[src/rtl/controle_exploracao_pkg.sv]
// exploracao_pkg: shared types and helpers for the exploration controller.
//   estado_e  : mission FSM states
//   direcao_e : step direction codes sent to the motor driver
//   celula_e  : map cell codes written to the shared map RAM
//   sentinela : all-ones "no target" value for a given coordinate width
package exploracao_pkg;

    typedef enum logic [2:0] {
        OCIOSO,
        SOLICITA,
        AGUARDA,
        AVALIA,
        MOVE,
        ESPERA_PASSO,
        MARCA,
        FIM
    } estado_e;

    typedef enum logic [1:0] {
        DIR_MAIS_X  = 2'b00,
        DIR_MENOS_X = 2'b01,
        DIR_MAIS_Y  = 2'b10,
        DIR_MENOS_Y = 2'b11
    } direcao_e;

    typedef enum logic [1:0] {
        CELULA_LIVRE     = 2'b00,
        CELULA_VISITADA  = 2'b01,
        CELULA_OBSTACULO = 2'b10,
        CELULA_ALVO      = 2'b11
    } celula_e;

    // All-ones value of a coordinate 'largura' bits wide; usable in localparams.
    function automatic int unsigned sentinela(input int unsigned largura);
        return (32'd1 << largura) - 32'd1;
    endfunction

endpackage

[src/rtl/controle_exploracao_if.sv]
// controle_exploracao_if: bundle of the search, motor and map signals around
// the exploration controller.
//   master : controller side (drives novoDado, enable, position, step command,
//            map write, status)
//   slave  : environment side (drives iniciar, quadrantes, search result,
//            passoConcluido)
interface controle_exploracao_if #(
    parameter int TamanhoMalha     = 8,
    parameter int tamanhoDistancia = 8
);
    localparam int LARGURA_ENDERECO = $clog2(TamanhoMalha * TamanhoMalha);

    logic                          iniciar;
    logic [3:0]                    quadrantes;
    logic                          operacaoFinalizada;
    logic [tamanhoDistancia-1:0]   destinoX;
    logic [tamanhoDistancia-1:0]   destinoY;
    logic                          passoConcluido;

    logic                          novoDado;
    logic [3:0]                    enable;
    logic [tamanhoDistancia-1:0]   posicaoAtualnoEixoX;
    logic [tamanhoDistancia-1:0]   posicaoAtualnoEixoY;
    logic                          comandoValido;
    logic [1:0]                    comandoDirecao;
    logic                          escritaMalha;
    logic [LARGURA_ENDERECO-1:0]   enderecoMalha;
    logic [1:0]                    valorMalha;
    logic                          ocupado;
    logic                          concluido;
    logic                          erroTimeout;

    modport master (
        input  iniciar, quadrantes, operacaoFinalizada, destinoX, destinoY, passoConcluido,
        output novoDado, enable, posicaoAtualnoEixoX, posicaoAtualnoEixoY, comandoValido,
               comandoDirecao, escritaMalha, enderecoMalha, valorMalha, ocupado, concluido,
               erroTimeout
    );

    modport slave (
        output iniciar, quadrantes, operacaoFinalizada, destinoX, destinoY, passoConcluido,
        input  novoDado, enable, posicaoAtualnoEixoX, posicaoAtualnoEixoY, comandoValido,
               comandoDirecao, escritaMalha, enderecoMalha, valorMalha, ocupado, concluido,
               erroTimeout
    );

endinterface

[src/rtl/controle_exploracao_passo_direcao.sv]
// passo_direcao: combinational next-step direction (X corrected before Y)
// and at-destination compare.
//   pos_x_i, pos_y_i   : current position
//   dest_x_i, dest_y_i : destination
//   direcao_o          : direction of the next single-cell step
//   no_destino_o       : position equals destination
module passo_direcao
    import exploracao_pkg::*;
#(
    parameter int LARGURA = 8
) (
    input  logic [LARGURA-1:0] pos_x_i,
    input  logic [LARGURA-1:0] pos_y_i,
    input  logic [LARGURA-1:0] dest_x_i,
    input  logic [LARGURA-1:0] dest_y_i,
    output direcao_e           direcao_o,
    output logic               no_destino_o
);

    always_comb begin
        direcao_o = DIR_MAIS_X;
        if (pos_x_i < dest_x_i)      direcao_o = DIR_MAIS_X;
        else if (pos_x_i > dest_x_i) direcao_o = DIR_MENOS_X;
        else if (pos_y_i < dest_y_i) direcao_o = DIR_MAIS_Y;
        else if (pos_y_i > dest_y_i) direcao_o = DIR_MENOS_Y;
    end

    assign no_destino_o = (pos_x_i == dest_x_i) && (pos_y_i == dest_y_i);

endmodule

[src/rtl/controle_exploracao.sv]
// controle_exploracao: mission-level initiator for the nearest-target search.
// Requests a search, steps the robot one cell at a time toward the returned
// destination via the motor handshake, and marks the reached cell visited.
//   clock, reset : rising-edge clock, asynchronous active-high reset
//   bus (master) : search request/result, motor step command, map write, status
// Optional feature: define CONTROLE_EXPLORACAO_TIMEOUT_EN to bound the waits in
// AGUARDA and ESPERA_PASSO by TIMEOUT_CICLOS cycles (sticky erroTimeout).
module controle_exploracao
    import exploracao_pkg::*;
#(
    parameter int TamanhoMalha     = 8,
    parameter int tamanhoDistancia = 8,
    parameter int TIMEOUT_CICLOS   = 4096
) (
    input  logic                  clock,
    input  logic                  reset,
    controle_exploracao_if.master bus
);

    localparam int             W         = tamanhoDistancia;
    localparam int             LE        = $clog2(TamanhoMalha * TamanhoMalha);
    localparam logic [W-1:0]   SENTINELA = W'(sentinela(W));
    localparam logic [W-1:0]   LIMITE    = W'(TamanhoMalha);
    localparam logic [W-1:0]   UM        = W'(1);

    if (TIMEOUT_CICLOS < 1) begin : g_timeout_invalido
        $error("TIMEOUT_CICLOS must be at least 1");
    end

    estado_e      estado_q, estado_d;
    logic [W-1:0] pos_x_q, pos_x_d, pos_y_q, pos_y_d;
    logic [W-1:0] dest_x_q, dest_y_q;
    logic [3:0]   enable_q;
    logic         op_q;
    logic         valido_q, valido_d;
    direcao_e     dir_q, dir_d, dir_calc;
    logic         no_destino, destino_invalido, borda_op, inicio_aceito, tempo_esgotado;

    // Only a fresh rising edge counts: a level still high from the previous
    // search is stale.
    assign borda_op      = bus.operacaoFinalizada && !op_q;
    assign inicio_aceito = bus.iniciar && (estado_q == OCIOSO || estado_q == FIM);
    // Any off-grid coordinate is handled like the "no target" sentinel.
    assign destino_invalido = (dest_x_q == SENTINELA && dest_y_q == SENTINELA) ||
                              (dest_x_q >= LIMITE) || (dest_y_q >= LIMITE);

    // Position update kept apart from the FSM so the at-destination compare
    // below sees the post-step position without a combinational loop.
    always_comb begin : posicao
        // NOTE: every always_comb output gets a default first so no path leaves it unassigned (no latch).
        pos_x_d = pos_x_q;
        pos_y_d = pos_y_q;
        if (estado_q == ESPERA_PASSO && bus.passoConcluido) begin
            unique case (dir_q)
                DIR_MAIS_X:  pos_x_d = pos_x_q + UM;
                DIR_MENOS_X: pos_x_d = pos_x_q - UM;
                DIR_MAIS_Y:  pos_y_d = pos_y_q + UM;
                DIR_MENOS_Y: pos_y_d = pos_y_q - UM;
            endcase
        end
    end

    passo_direcao #(.LARGURA(W)) u_passo_direcao (
        .pos_x_i      (pos_x_d),
        .pos_y_i      (pos_y_d),
        .dest_x_i     (dest_x_q),
        .dest_y_i     (dest_y_q),
        .direcao_o    (dir_calc),
        .no_destino_o (no_destino)
    );

    always_comb begin : proximo_estado
        estado_d = estado_q;
        valido_d = 1'b0;
        unique case (estado_q)
            OCIOSO:   if (inicio_aceito) estado_d = SOLICITA;
            SOLICITA: estado_d = AGUARDA;
            AGUARDA: begin
                if (borda_op)            estado_d = AVALIA;
                else if (tempo_esgotado) estado_d = FIM;
            end
            AVALIA: begin
                if (destino_invalido) estado_d = FIM;
                else if (no_destino)  estado_d = MARCA;
                else begin
                    // First command of a move is raised already in MOVE.
                    estado_d = MOVE;
                    valido_d = 1'b1;
                end
            end
            MOVE: begin
                estado_d = ESPERA_PASSO;
                valido_d = 1'b1;
            end
            ESPERA_PASSO: begin
                valido_d = 1'b1;
                if (bus.passoConcluido) begin
                    // Dropping here gives exactly one low cycle (MOVE) before the next step.
                    valido_d = 1'b0;
                    estado_d = no_destino ? MARCA : MOVE;
                end else if (tempo_esgotado) begin
                    valido_d = 1'b0;
                    estado_d = FIM;
                end
            end
            MARCA: estado_d = SOLICITA;
            FIM:   if (inicio_aceito) estado_d = SOLICITA;
        endcase
        dir_d = valido_d ? dir_calc : DIR_MAIS_X;
    end

    always_ff @(posedge clock or posedge reset) begin
        if (reset) begin
            estado_q <= OCIOSO;
            pos_x_q  <= '0;
            pos_y_q  <= '0;
            dest_x_q <= '0;
            dest_y_q <= '0;
            enable_q <= '0;
            op_q     <= 1'b0;
            valido_q <= 1'b0;
            dir_q    <= DIR_MAIS_X;
        end else begin
            // NOTE: state registers use non-blocking assignments so every flop samples pre-edge values.
            estado_q <= estado_d;
            pos_x_q  <= pos_x_d;
            pos_y_q  <= pos_y_d;
            valido_q <= valido_d;
            dir_q    <= dir_d;
            op_q     <= bus.operacaoFinalizada;
            if (inicio_aceito) enable_q <= bus.quadrantes;
            if (estado_q == AGUARDA && borda_op) begin
                dest_x_q <= bus.destinoX;
                dest_y_q <= bus.destinoY;
            end
        end
    end

`ifdef CONTROLE_EXPLORACAO_TIMEOUT_EN
    localparam int              LC       = $clog2(TIMEOUT_CICLOS + 1);
    localparam logic [LC-1:0]   ULTIMO   = LC'(TIMEOUT_CICLOS - 1);

    logic [LC-1:0] contador_q;
    logic          erro_q;
    logic          em_espera;

    assign em_espera      = (estado_q == AGUARDA) || (estado_q == ESPERA_PASSO);
    assign tempo_esgotado = em_espera && (contador_q == ULTIMO);

    // Counter restarts on every entry to a wait state, so each wait gets the full budget.
    always_ff @(posedge clock or posedge reset) begin
        if (reset) begin
            contador_q <= '0;
            erro_q     <= 1'b0;
        end else begin
            if (em_espera && estado_d == estado_q) contador_q <= contador_q + LC'(1);
            else                                   contador_q <= '0;
            if (tempo_esgotado)     erro_q <= 1'b1;
            else if (inicio_aceito) erro_q <= 1'b0;
        end
    end

    assign bus.erroTimeout = erro_q;
`else
    assign tempo_esgotado  = 1'b0;
    assign bus.erroTimeout = 1'b0;
`endif

    assign bus.novoDado            = (estado_q == SOLICITA);
    assign bus.enable              = enable_q;
    assign bus.posicaoAtualnoEixoX = pos_x_q;
    assign bus.posicaoAtualnoEixoY = pos_y_q;
    assign bus.comandoValido       = valido_q;
    assign bus.comandoDirecao      = dir_q;
    assign bus.escritaMalha        = (estado_q == MARCA);
    assign bus.enderecoMalha       = LE'(pos_x_q) + LE'(pos_y_q) * LE'(TamanhoMalha);
    assign bus.valorMalha          = CELULA_VISITADA;
    assign bus.ocupado             = (estado_q != OCIOSO) && (estado_q != FIM);
    assign bus.concluido           = (estado_q == FIM);

endmodule

[src/flat_wrapper.sv]
// flat-port wrapper written by rule: the top's interface ports become plain ports
module controle_exploracao_flat import exploracao_pkg::*;
#(
    parameter int TamanhoMalha     = 8,
    parameter int tamanhoDistancia = 8,
    parameter int TIMEOUT_CICLOS   = 4096
)
  (clock, reset, bus_iniciar, bus_quadrantes, bus_operacaoFinalizada, bus_destinoX, bus_destinoY, bus_passoConcluido, bus_novoDado, bus_enable, bus_posicaoAtualnoEixoX, bus_posicaoAtualnoEixoY, bus_comandoValido, bus_comandoDirecao, bus_escritaMalha, bus_enderecoMalha, bus_valorMalha, bus_ocupado, bus_concluido, bus_erroTimeout);
  controle_exploracao_if #(.TamanhoMalha(TamanhoMalha), .tamanhoDistancia(tamanhoDistancia)) bus_i ();
  input  logic clock;
  input  logic reset;
  input wire logic [$bits(bus_i.iniciar)-1:0] bus_iniciar;
  input wire logic [$bits(bus_i.quadrantes)-1:0] bus_quadrantes;
  input wire logic [$bits(bus_i.operacaoFinalizada)-1:0] bus_operacaoFinalizada;
  input wire logic [$bits(bus_i.destinoX)-1:0] bus_destinoX;
  input wire logic [$bits(bus_i.destinoY)-1:0] bus_destinoY;
  input wire logic [$bits(bus_i.passoConcluido)-1:0] bus_passoConcluido;
  output wire logic [$bits(bus_i.novoDado)-1:0] bus_novoDado;
  output wire logic [$bits(bus_i.enable)-1:0] bus_enable;
  output wire logic [$bits(bus_i.posicaoAtualnoEixoX)-1:0] bus_posicaoAtualnoEixoX;
  output wire logic [$bits(bus_i.posicaoAtualnoEixoY)-1:0] bus_posicaoAtualnoEixoY;
  output wire logic [$bits(bus_i.comandoValido)-1:0] bus_comandoValido;
  output wire logic [$bits(bus_i.comandoDirecao)-1:0] bus_comandoDirecao;
  output wire logic [$bits(bus_i.escritaMalha)-1:0] bus_escritaMalha;
  output wire logic [$bits(bus_i.enderecoMalha)-1:0] bus_enderecoMalha;
  output wire logic [$bits(bus_i.valorMalha)-1:0] bus_valorMalha;
  output wire logic [$bits(bus_i.ocupado)-1:0] bus_ocupado;
  output wire logic [$bits(bus_i.concluido)-1:0] bus_concluido;
  output wire logic [$bits(bus_i.erroTimeout)-1:0] bus_erroTimeout;
  assign bus_i.iniciar = bus_iniciar;
  assign bus_i.quadrantes = bus_quadrantes;
  assign bus_i.operacaoFinalizada = bus_operacaoFinalizada;
  assign bus_i.destinoX = bus_destinoX;
  assign bus_i.destinoY = bus_destinoY;
  assign bus_i.passoConcluido = bus_passoConcluido;
  assign bus_novoDado = bus_i.novoDado;
  assign bus_enable = bus_i.enable;
  assign bus_posicaoAtualnoEixoX = bus_i.posicaoAtualnoEixoX;
  assign bus_posicaoAtualnoEixoY = bus_i.posicaoAtualnoEixoY;
  assign bus_comandoValido = bus_i.comandoValido;
  assign bus_comandoDirecao = bus_i.comandoDirecao;
  assign bus_escritaMalha = bus_i.escritaMalha;
  assign bus_enderecoMalha = bus_i.enderecoMalha;
  assign bus_valorMalha = bus_i.valorMalha;
  assign bus_ocupado = bus_i.ocupado;
  assign bus_concluido = bus_i.concluido;
  assign bus_erroTimeout = bus_i.erroTimeout;
  controle_exploracao #(.TamanhoMalha(TamanhoMalha), .tamanhoDistancia(tamanhoDistancia), .TIMEOUT_CICLOS(TIMEOUT_CICLOS)) u_core (.clock(clock), .reset(reset), .bus(bus_i));
endmodule
[config.mk]
export PLATFORM = sky130hd
export DESIGN_NAME = controle_exploracao_flat
export DESIGN_NICKNAME = d
export VERILOG_FILES = /design/src/rtl/controle_exploracao_pkg.sv /design/src/rtl/controle_exploracao_if.sv /design/src/rtl/controle_exploracao_passo_direcao.sv /design/src/rtl/controle_exploracao.sv /design/src/flat_wrapper.sv
export SDC_FILE = /design/constraint.sdc
export NUM_CORES = 1
export LEC_CHECK = 0
export BUFFER_PORTS_ARGS = -buffer_cell sky130_fd_sc_hd__buf_2
export CELL_PAD_IN_SITES_DETAIL_PLACEMENT = 1
export CELL_PAD_IN_SITES_GLOBAL_PLACEMENT = 1
export CORE_MARGIN = 4
export CORE_UTILIZATION = 44
export CTS_CLUSTER_SIZE = 24
export DETAILED_ROUTE_END_ITERATION = 10
export PLACE_DENSITY_LB_ADDON = 0.1
export SYNTH_ARGS = -nofsm -noshare
export SYNTH_HDL_FRONTEND = slang
export SYNTH_SLANG_ARGS = --single-unit
[constraint.sdc]
create_clock -name clock -period 9.3 [get_ports clock]
set_input_delay 1.395 -clock clock [delete_from_list [all_inputs] [get_ports clock]]
set_output_delay 1.395 -clock clock [all_outputs]
set_load 0.03 [all_outputs]
# Yosys cells after proc, flatten, opt, wreduce, memory -nomap -nowiden
# Cells that the tools add are included.
# Widths: inputs -> output; s select.
[op_classes] add_sub_neg=5 magnitude_cmp=6 eq_ne=18 muxes=19 reduce_logical=16
[ops] cell="$pmux 8 s2" count=2
[ops] cell="$pmux 3 s7" count=1
[ops] cell="$add 8x1->8 const B" count=2
[ops] cell="$eq 8x8->1" count=2
[ops] cell="$eq 8x8->1 const B" count=2
[ops] cell="$ge 8x4->1 const B" count=2
[ops] cell="$gt 8x8->1" count=2
[ops] cell="$lt 8x8->1" count=2
[ops] cell="$mux 8" count=2
[ops] cell="$sub 8x1->8 const B" count=2
[ops] cell="$eq 3x3->1 const B" count=4
[ops] cell="$mux 2" count=6
[ops] cell="$mux 3" count=4
[ops] cell="$logic_and 1x1->1" count=7
[ops] cell="$add 6x6->6" count=1
[ops] cell="$eq 3x2->1 const B" count=2
[ops] cell="$eq 2x2->1 const B" count=2
[ops] cell="$ne 2x1->1 const B" count=2
[ops] cell="$eq 3x1->1 const B" count=1
[ops] cell="$logic_not 3->1" count=1
[ops] cell="$logic_or 1x1->1" count=3
[ops] cell="$mux 1" count=3
[ops] cell="$ne 3x3->1 const B" count=1
[ops] cell="$pmux 1 s3" count=1
[ops] cell="other kinds (7)" count=7
[word_totals] register_bits=43 in_bits=25 output_inout_bits=36 elab_cells=73

# Longest topological paths before layout
[depth] word_depth=9 depth_mapped=12 depth_no_buf=12

# Cells and area by module
# A second synthesis with hierarchy kept.
[unflattened] hier_cells=304 area_unflattened_um2=2917.8
[modules_own_cells] module="controle_exploracao" n_inst=1 cells_each=238 area_each_um2=2472.4 seq_area_each_um2=1076.0
[modules_own_cells] module="passo_direcao" n_inst=1 cells_each=66 area_each_um2=445.4 seq_area_each_um2=0.0

# Worst setup path before layout
# No wires, ideal clock.
[synth_path] path_kind="input to register" startpoint="input port bus_passoConcluido" endpoint="register u_core.dir_q[1], in the netlist u_core.bus.comandoDirecao[1]" setup_ps=111 t_arrival_ps=3420 t_required_ps=9189 slack_ps=5769 path_stages=10 n_path_buf=1 path_cell_list="nand2b_1 or3_1 clkbuf_1 a21oi_1 xor2_1 ha_1 nand4_1 nor4_1 o41a_1 a2111oi_2"
[synth_between] elab_chain_len=8 elab_cells_between_ends=19 classes_between="4 x order compare; 2 x eq/ne; 11 x mux; 2 x reduce/logical"
[synth_lines] element="from (decl)" line_no="flat_wrapper.sv:17" source="input wire logic [$bits(bus_i.passoConcluido)-1:0] bus_passoConcluido;"
[synth_lines] element="$logic_and 1x1->1 *" line_no="controle_exploracao.sv:53" source="if (estado_q == ESPERA_PASSO && bus.passoConcluido) begin"
[synth_lines] element="$mux 8 *" line_no="controle_exploracao.sv:53"
[synth_lines] element="net u_core.pos_y_d[5]" line_no="controle_exploracao.sv:31" source="logic [W-1:0] pos_x_q, pos_x_d, pos_y_q, pos_y_d;"
[synth_lines] element="$gt 8x8->1 or $eq 8x8->1 (tied branches)" line_no="controle_exploracao_passo_direcao.sv:25, controle_exploracao_passo_direcao.sv:28"
[synth_lines] element="$mux 2 or $logic_and 1x1->1 (tied branches)" line_no="controle_exploracao_passo_direcao.sv:25, controle_exploracao_passo_direcao.sv:28"
[synth_lines] element="$mux 2 or $mux 1 (tied branches)" line_no="controle_exploracao_passo_direcao.sv:24, controle_exploracao.sv:84"
[synth_lines] element="$mux 2 or $mux 1 (tied branches)" line_no="controle_exploracao_passo_direcao.sv:23, controle_exploracao.sv:83"
[synth_lines] element="$mux 2 or $pmux 1 s3 (tied branches)" line_no="controle_exploracao_passo_direcao.sv:22, controle_exploracao.sv:75"
[synth_lines] element="$mux 2 *" line_no="controle_exploracao.sv:109" source="dir_d = valido_d ? dir_calc : DIR_MAIS_X;"
[synth_lines] element="net u_core.dir_d[1]" line_no="controle_exploracao.sv:36" source="direcao_e dir_q, dir_d, dir_calc;"
[synth_lines] element="to (signal assigned)" line_no="controle_exploracao.sv:129" source="dir_q <= dir_d;"
[synth_lines] element="to (decl)" line_no="controle_exploracao.sv:36"
# The timed path passes the listed nets; every way through them passes the cells marked *.
# A chain may end at the register's enable or synchronous reset.

# Final worst setup path
[layout_path] startpoint="register u_core.dir_q[1], in the netlist u_core.bus.comandoDirecao[1]" endpoint="register u_core.dir_q[0], in the netlist u_core.bus.comandoDirecao[0]"
[layout_between] elab_chain_len=9 elab_cells_between_ends=23 classes_between="4 x order compare; 5 x eq/ne; 12 x mux; 2 x reduce/logical"
[layout_lines] element="$eq 2x1->1 or $logic_not 2->1 (tied branches)" line_no="controle_exploracao.sv:54" source="unique case (dir_q)"
[layout_lines] element="$pmux 8 s2 *" line_no="controle_exploracao.sv:54"
[layout_lines] element="$mux 8 *" line_no="controle_exploracao.sv:53"
[layout_lines] element="net u_core.pos_x_d[6]" line_no="controle_exploracao.sv:31"
[layout_lines] element="$eq 8x8->1" line_no="controle_exploracao_passo_direcao.sv:28" source="assign no_destino_o = (pos_x_i == dest_x_i) && (pos_y_i == dest_y_i);"
[layout_lines] element="$logic_and 1x1->1" line_no="controle_exploracao_passo_direcao.sv:28"
[layout_lines] element="$mux 1" line_no="controle_exploracao.sv:84" source="else if (no_destino) estado_d = MARCA;"
[layout_lines] element="$mux 1" line_no="controle_exploracao.sv:83" source="if (destino_invalido) estado_d = FIM;"
[layout_lines] element="$pmux 1 s3" line_no="controle_exploracao.sv:75" source="unique case (estado_q)"
[layout_lines] element="$mux 2 *" line_no="controle_exploracao.sv:109"
[layout_lines] element="net u_core.dir_d[0]" line_no="controle_exploracao.sv:36"
# Marks and branches as above.

==> flow_metrics.env <==
export IMPL_pwr_share_clk_pct=13.6
export IMPL_grt_pass1_vias=2185
export IMPL_fin_area_um2=2978
export IMPL_htree_levels=2
export IMPL_start_util_pct=45.95
export IMPL_fmax_ghz=0.2613
export IMPL_power_density_nw_per_um2=282.9
export IMPL_clockRootBuffer="clkbuf_8"
export IMPL_drtPass1Iterations=4
export IMPL_num_fill_cells=702
export IMPL_p_sw_share_pct=46.32
export IMPL_ys_async_sr_fraction_pct=100.0
export IMPL_cp_max_fo=9
export IMPL_drive_gt1_share_pct=22.43
export IMPL_place_area_um2=2893
export IMPL_fin_crit_ns=3.827
export IMPL_finalMaxSlewViolations=0
export IMPL_dieArea_um2=7106
export IMPL_required_ns=9.45
export IMPL_maxCapViolations=0
export IMPL_min_path_type="reg -> reg"
export IMPL_synthTopCellsByCount="43 x dfrtp_1, 26 x nand2_1, 25 x inv_1, 19 x ha_1, 15 x o21ai_0"
export IMPL_synth_top_area_share_pct=42.01
export IMPL_power_switching_uw=390.3
export IMPL_syn_to_final_growth_pct=16.27
export IMPL_worstSetupPathType="reg -> reg"
export IMPL_dp_cells=385
export IMPL_netlist_area_um2=2561
export IMPL_ys_warn_count=0
export IMPL_drt_vias_per_instance=5.443
export IMPL_ys_flop_type="dfrtp_1"
export IMPL_cts_buffer_depth=2
export IMPL_fin_tns_setup_ns=0
export IMPL_antenna_found_initial=0
export IMPL_synth_area_leaders="dfrtp_1 42%, ha_1 9.3%, nand2_1 3.8%"
export IMPL_setup_ws_ns=5.473
export IMPL_place_hpwl_mm=4.977
export IMPL_fin_crit_sh_pct=41.15
export IMPL_internal_power_uw=452.2
export IMPL_finalHoldViolCount=0
export IMPL_cts_tree="done"
export IMPL_setup_violations=0
export IMPL_synth_edff_count=0
export IMPL_grt_pass1_wl_mm=10.74
export IMPL_vias=2139
export IMPL_utilization_pct=53.42
export IMPL_path_clk_slew_ns=0.09
export IMPL_fin_nets=365
export IMPL_ios=61
export IMPL_status="complete, no violations"
export IMPL_rsz0062_at_grt="false"
export IMPL_antenna_cells=0
export IMPL_antenna_left=0
export IMPL_synth_seq_cells=43
export IMPL_ys_types=48
export IMPL_io_buffers=57
export IMPL_post_cts_setup_buffers=0
export IMPL_relSlewSlack_pct=63.52
export IMPL_regArea_um2=1076
export IMPL_track_usage_pct=18.50
export IMPL_skew_ns=0.01012
export IMPL_clkLatencyLatePin_ns=0.29
export IMPL_dieHeight_um=84.30
export IMPL_cts_hold_buffers=0
export IMPL_place_congestion=0.7996
export IMPL_final_cells=393
export IMPL_drc=0
export IMPL_cp_start_kind="flop"
export IMPL_peakVddDrop_uv=133.3
export IMPL_pre_cts_slack_ns=5.358
export IMPL_comb_power_share_pct=48.0
export IMPL_rows=27
export IMPL_first_iter_violations=63
export IMPL_pwr_share_seq_pct=38.4
export IMPL_tightest_slew_ns=0.5471
export IMPL_worst_setup_path_end_kind="flop"
export IMPL_die_w_um=84.30
export IMPL_syn_area_per_cell_um2=9.665
export IMPL_grt_overflow_total=0
export IMPL_clock_sinks=43
export IMPL_synth_cells=265
export IMPL_core_area_um2=5574
export IMPL_synth_most_common_cell="dfrtp_1"
export IMPL_yosysSeqAreaShare_pct=42.01
export IMPL_wl_per_cell_um=16.19
export IMPL_cp_arrival_ns=3.98
export IMPL_multi_input_area_um2=1325
export IMPL_yosys_area_top_type="dfrtp_1"
export IMPL_ctsResizeCount=0
export IMPL_numCtsBuffers=5
export IMPL_grt_max_degree=44
export IMPL_routed_wl_mm=6.361
export IMPL_leakagePower_nw=1.409
[placed cells by master, fill, tap and decap left out, types with 2 or more instances in the layout]
cell type and instances:
a211oi_1 3, a21o_1 2, a21oi_1 9, a2bb2oi_1 2, and3_1 4, buf_2 57
buf_4 3, clkbuf_8 5, conb_1 3, dfrtp_1 43, ha_1 19, inv_1 25
mux2_1 8, nand2_1 26, nand2b_1 5, nand3_1 2, nand4_1 9, nor2_1 6
nor2b_1 2, nor3_1 5, nor4_1 7, o211ai_1 2, o21ai_0 15, o21ai_1 6
o21ba_1 2, or2_2 2, or3_1 6, or4_1 2, or4b_1 2, xnor2_1 9
xor2_1 9
[per-stage QoR]
step | hold WS [ns] | total power, mW
after floorplan | 0.4649 | 0.6165
final | 0.4877 | 0.8425
after global routing | 0.5226 | 0.9163
after CTS | 0.4954 | 0.8530
after global placement | 0.4676 | 0.7172
after detailed placement | 0.4761 | 0.7329
[power groups by stage]
stage	clock, mW	sequential [mW]	combinational [mW]
after global routing	0.128	0.333	0.454
after CTS	0.119	0.324	0.410
after detailed placement	0	0.326	0.406
after global placement	0	0.324	0.393
after floorplan	0	0.340	0.276
final	0.115	0.323	0.405
[layout make-up]
type,count,area share (%)
clock buffers,6,2.437
repair buffers,60,10.34
multi-input cells,185,44.50
clock inverters,2,0.4202
flip-flops and latches,43,36.13
well taps,72,3.025
inverters,25,3.151
[cell families (layout without fill, tap and decap cells)]
kind of cell             Yosys count  after routing  synth area share (%)
adder cells (fa/ha/maj)           20             20                 10.06
AO/OA/AOI/OAI                     50             50                 12.56
other                              2              3                0.2932
flip-flops                        43             43                 42.01
buffers and inverters             38             93                 6.644
multiplexers                       9              9                 3.908
AND/OR/NAND/NOR                   85             85                 18.37
XOR/XNOR                          18             18                 6.156
[final timing paths]
check / startpoint / to / slack [ns] / cells after the start
min in group asynchronous: reset / u_core.bus.enable[0]$_DFFE_PP0P_ / 1.23 / 3
setup reg to reg: u_core.bus.comandoDirecao[1]$_DFF_PP0_ / u_core.bus.comandoDirecao[0]$_DFF_PP0_ / 5.47 / 12
max in group asynchronous: reset / u_core.dest_x_q[0]$_DFFE_PP0P_ / 7.68 / 3
setup / recovery: u_core.bus.comandoDirecao[1]$_DFF_PP0_ / u_core.bus.comandoDirecao[0]$_DFF_PP0_ / 5.47 / 12
hold / removal: u_core.bus.enable[1]$_DFFE_PP0P_ / u_core.bus.enable[1]$_DFFE_PP0P_ / 0.49 / 1
hold reg to reg: u_core.bus.enable[1]$_DFFE_PP0P_ / u_core.bus.enable[1]$_DFFE_PP0P_ / 0.49 / 1
[critical path, cell delays in order, from the launching register on]
cell      delay, ns
dfrtp_1        0.52
nand2b_1       0.25
xnor2_1        0.15
ha_1           0.23
or4b_1         0.54
nor3_1         0.29
o21ai_1        0.13
xnor2_1        0.20
ha_1           0.32
nand4_1        0.18
nor4_1         0.51
o41a_1         0.28
a221oi_1       0.07
[registers in the layout, indices dropped and copies added, names as in the netlist]
signal and cells:
u_core.bus.posicaoAtualnoEixoY 8, u_core.estado_q 3, u_core.op_q 1, u_core.bus.enable 4, u_core.bus.comandoValido 1, u_core.dest_x_q 8, u_core.bus.posicaoAtualnoEixoX 8, u_core.dest_y_q 8
u_core.bus.comandoDirecao 2
[metal layers]
metal  wire length (µm)  up-vias  track usage, %
li1                   -     1041               -
met1               2904     1040           25.37
met2               3127       51           30.49
met3                266        7           2.944
met4                 63        0           4.825
met5                  0        -               0
Power figures use the tool's default switching activity.
